**src/rtl/arbiter_rr_hold.sv**
```systemverilog
// Registered round-robin arbiter with optional multi-cycle grant hold and a hold-length limit.
// Priority rotates past the last winner; all outputs are registered.
module arbiter_rr_hold #(
    parameter int SIZE     = 8,
    parameter int HOLD     = 1,
    parameter int MAX_HOLD = 0,
    localparam int IDX_W   = (SIZE > 1) ? $clog2(SIZE) : 1
) (
    input  logic             clock,
    input  logic             reset,
    input  logic [SIZE-1:0]  requests,
    input  logic             enable,
    output logic [SIZE-1:0]  grants,
    output logic             grant_valid,
    output logic [IDX_W-1:0] grant_index
);

    localparam int HCNT_W = (MAX_HOLD > 0) ? $clog2(MAX_HOLD + 1) : 1;

    typedef enum logic {
        IDLE  = 1'b0,
        OWNED = 1'b1
    } state_t;

    state_t            state;
    logic [IDX_W-1:0]  last;
    logic [HCNT_W-1:0] hcnt;

    logic              limit_hit;
    logic              keep;
    logic              found;
    logic [SIZE-1:0]   scan_req;
    logic [IDX_W-1:0]  win;

    logic [SIZE-1:0]   grants_d;
    logic              valid_d;
    logic [IDX_W-1:0]  index_d;
    logic [IDX_W-1:0]  last_d;
    logic [HCNT_W-1:0] hcnt_d;

    assign state = grant_valid ? OWNED : IDLE;

    always_comb begin
        int j;
        // NOTE: every signal written here gets a default first, so no path can infer a latch.
        grants_d = grants;
        valid_d  = grant_valid;
        index_d  = grant_index;
        last_d   = last;
        hcnt_d   = hcnt;
        found    = 1'b0;
        win      = last;
        j        = 0;

        limit_hit = (HOLD != 0) && (MAX_HOLD != 0) && (hcnt >= HCNT_W'(MAX_HOLD));
        keep      = (HOLD != 0) && (state == OWNED) && requests[grant_index] && !limit_hit;

        // A holder forced out by the limit is skipped only if someone else is waiting;
        // a sole requester simply wins the scan again with a fresh count.
        scan_req = requests;
        if (limit_hit && (state == OWNED) && |(requests & ~grants))
            scan_req = requests & ~grants;

        for (int k = 1; k <= SIZE; k++) begin
            j = int'(last) + k;
            if (j >= SIZE)
                j = j - SIZE;
            if (!found && scan_req[j]) begin
                found = 1'b1;
                win   = IDX_W'(j);
            end
        end

        if (keep) begin
            if (hcnt != {HCNT_W{1'b1}})
                hcnt_d = hcnt + 1'b1;
        end else if (found) begin
            grants_d = SIZE'(1) << win;
            valid_d  = 1'b1;
            index_d  = win;
            last_d   = win;
            hcnt_d   = HCNT_W'(1);
        end else begin
            grants_d = '0;
            valid_d  = 1'b0;
            hcnt_d   = '0;
        end
    end

    always_ff @(posedge clock or posedge reset) begin
        if (reset) begin
            grants      <= '0;
            grant_valid <= 1'b0;
            grant_index <= '0;
            last        <= IDX_W'(SIZE - 1);
            hcnt        <= '0;
        end else if (enable) begin
            // NOTE: non-blocking assignments so every register samples pre-edge values.
            grants      <= grants_d;
            grant_valid <= valid_d;
            grant_index <= index_d;
            last        <= last_d;
            hcnt        <= hcnt_d;
        end
    end

endmodule
```
**config.mk**
```make
export PLATFORM = sky130hd
export DESIGN_NAME = arbiter_rr_hold
export DESIGN_NICKNAME = d
export VERILOG_FILES = /design/src/rtl/arbiter_rr_hold.sv
export SDC_FILE = /design/constraint.sdc
export NUM_CORES = 1
export LEC_CHECK = 0
export CORE_MARGIN = 4
export CORE_UTILIZATION = 30
export DETAILED_ROUTE_END_ITERATION = 8
export HOLD_SLACK_MARGIN = 0.05
export PLACE_DENSITY = 0.55
export REMOVE_ABC_BUFFERS = 1
export SETUP_SLACK_MARGIN = 0.2
export SYNTH_ARGS = -nofsm -noshare
export SYNTH_HDL_FRONTEND = slang
export SYNTH_SLANG_ARGS = --single-unit
```
**constraint.sdc**
```tcl
create_clock -name clock -period 3.75 [get_ports clock]
set_input_delay 0.75 -clock clock [delete_from_list [all_inputs] [get_ports clock]]
set_output_delay 0.75 -clock clock [all_outputs]
set_load 0.01 [all_outputs]
```
==> reports/results.ini <==
[worst_hold_path]
hp-class=reg2reg
min_path_cells=2

[drt]
drc=0
drt_iter0_drc=162
wl_um=4410
wire_per_inst_um=16.6
vias_per_cell=5.76
dr_total_vias=1533
ant_nets=0
dr.pass1.iters=4

[critical_path]
crit_type=reg2reg
required_ns=3.89
startpoint_type=flop
reg2reg_depth=10
arrival_ns=3.53
path_cells=inv_1 > ha_1 > buf_4 > mux4_2 > or4_4 > nor4_4 > a2111oi_4 > xnor2_4 > and2_4 > a32o_2
max_stage_delay_ns=0.57
crit_family=simple AND/OR/NAND/NOR gates
path_buf_inv=2
cp_num_cells=10
worst_setup_path_end_kind=flop
crit_path_top_delay_cell=or4_4
cp_max_fo=7

[layout]
final_cell_area_um2=2120
final_nets=208
final_common_cell=clkdlybuf4s50_1
syn_to_final_growth_pct=20.9
drive_gt1_share_pct=26.3
layout_common_cells=clkdlybuf4s50_1 (22), nand2_1 (15), mux4_2 (14), mux2i_1 (12), dfrtp_1 (12)
n_antenna_cell=0

[timing]
period_needed_ns=3.40
max_slew_margin_pct=61.7
setup_viol=0
min_period_over_period_pct=90.6
rsz0062_at_grt=no
fmax_mhz=294
clock-skew-final_ns=0.00185
tightest_slew_ns=0.574
hold_violations=0
drv_slew=0
tns_ns=0

[synth]
yosysWarnings=0
synth-seq-cells=15
netlist_instances=169
netlist_area_um2=1750
synth_area_leader_cell=mux4_2
synth-edff-count=0
yosys_most_used_dff=dfrtp_1
synth_area_leaders=mux4_2 (18%), dfrtp_1 (17%), mux2i_1 (6.9%)
yosysUniqueCellTypes=55
async_flop_share_pct=100
yosysTopAreaCellShare_pct=18.0
syn_avg_cell_area_um2=10.4
yosysSeqAreaShare_pct=21.6

[floorplan]
num_rows=27
die_x_um=84.4
initial_utilization_pct=31.4
dieArea_um2=7130
io_pins=23
die_h_um=84.4
core_um2=5570

[run]
drv_cap=0

[grt]
antenna_found_initial=0
grt_max_degree=21
grt_overflow=0
grt_pass1_vias=1473
grt_pass1_wl_um=7570
grt.total_usage_pct=12.8

[placement]
portBuffers=22
dp_hpwl_um=3440
place.gp.congestion=0.878
placed_cell_area_um2=2070

[clock_tree]
cts-buffers-inserted=3
ctsHtreeMaxLevel=1
cts_tree=yes
cts_setup_buffers=0
clk_latency_ns=0.24
path_clk_slew_ns=0.06
cts_root_buf=clkbuf_8
clock-sinks=15
hold_buffers=0
clockBufferDepth=2
ctsResizeCount=0

[status]
outcome=finished, final reports clean

area by class of cell:
class,instances,area (um2)
timing repair buffer,31,288
inverter,9,33.8
tap,72,90.1
multi-input combinational,135,1280
fill,552,3450
sequential,15,379
clock buffer,4,45.0
per-stage QoR:
stage	setup slack, ns	instances	hold slack (ns)	utilization, %
2_1_floorplan	0.152	159	0.517	-
3_3_place_gp	0.182	262	0.474	37.2
3_5_place_dp	0.156	262	0.470	37.2
4_1_cts	0.354	266	0.483	38.0
5_1_grt	0.212	266	0.493	38.0
6_report	0.351	266	0.478	38.0
logic make-up after synthesis:
family,share of synthesized area (%)
AO/OA/AOI/OAI,21.2
multiplexers,32.0
flip-flops,21.6
adder cells (fa/ha/maj),1.43
XOR/XNOR,4.43
AND/OR/NAND/NOR,14.1
buffers and inverters,5.14
registers in the layout, summed over array words and instances (netlist names):
register	cells
last	3
grant_valid	1
grant_index	3
grants	8
worst min-delay path: stages (launching register included):
cell and delay (ns):
dfrtp_1 0.34, nand2_1 0.05, o31ai_1 0.05
cells in the mapped netlist, drive strengths merged (2+ instances only):
master,instances
nand2,15
mux2i,14
mux4,14
dfrtp,12
buf,9
inv,9
mux2,8
nor2,8
a32o,5
nor3,5
o21ai,5
o31ai,5
a221oi,4
a22oi,4
nand3,4
xnor2,4
a21o,3
a21oi,3
dfstp,3
nor4,3
o21a,3
o22ai,3
a31oi,2
and2,2
ha,2
nand2b,2
nand4,2
nor2b,2
per-layer routing:
layer,routed length (um),track usage (%),vias to the layer above
li1,-,-,724
met1,2040,18.5,750
met2,2050,19.3,53
met3,264,2.55,6
met4,55,3.60,0
met5,0,0,-
final timing paths:
kind,start,end,slack [ns]
setup / recovery,last[1],grants[7],0.35
hold / removal,grants[1],grants[1],0.48
setup reg to reg,last[1],grants[7],0.35
hold reg to reg,grants[1],grants[1],0.48
max in group asynchronous,reset,last[0],2.51
min in group asynchronous,reset,grants[7],0.87
Power is not shown: default switching activity piles up to over one toggle a cycle in this logic, so the estimate is an artifact.
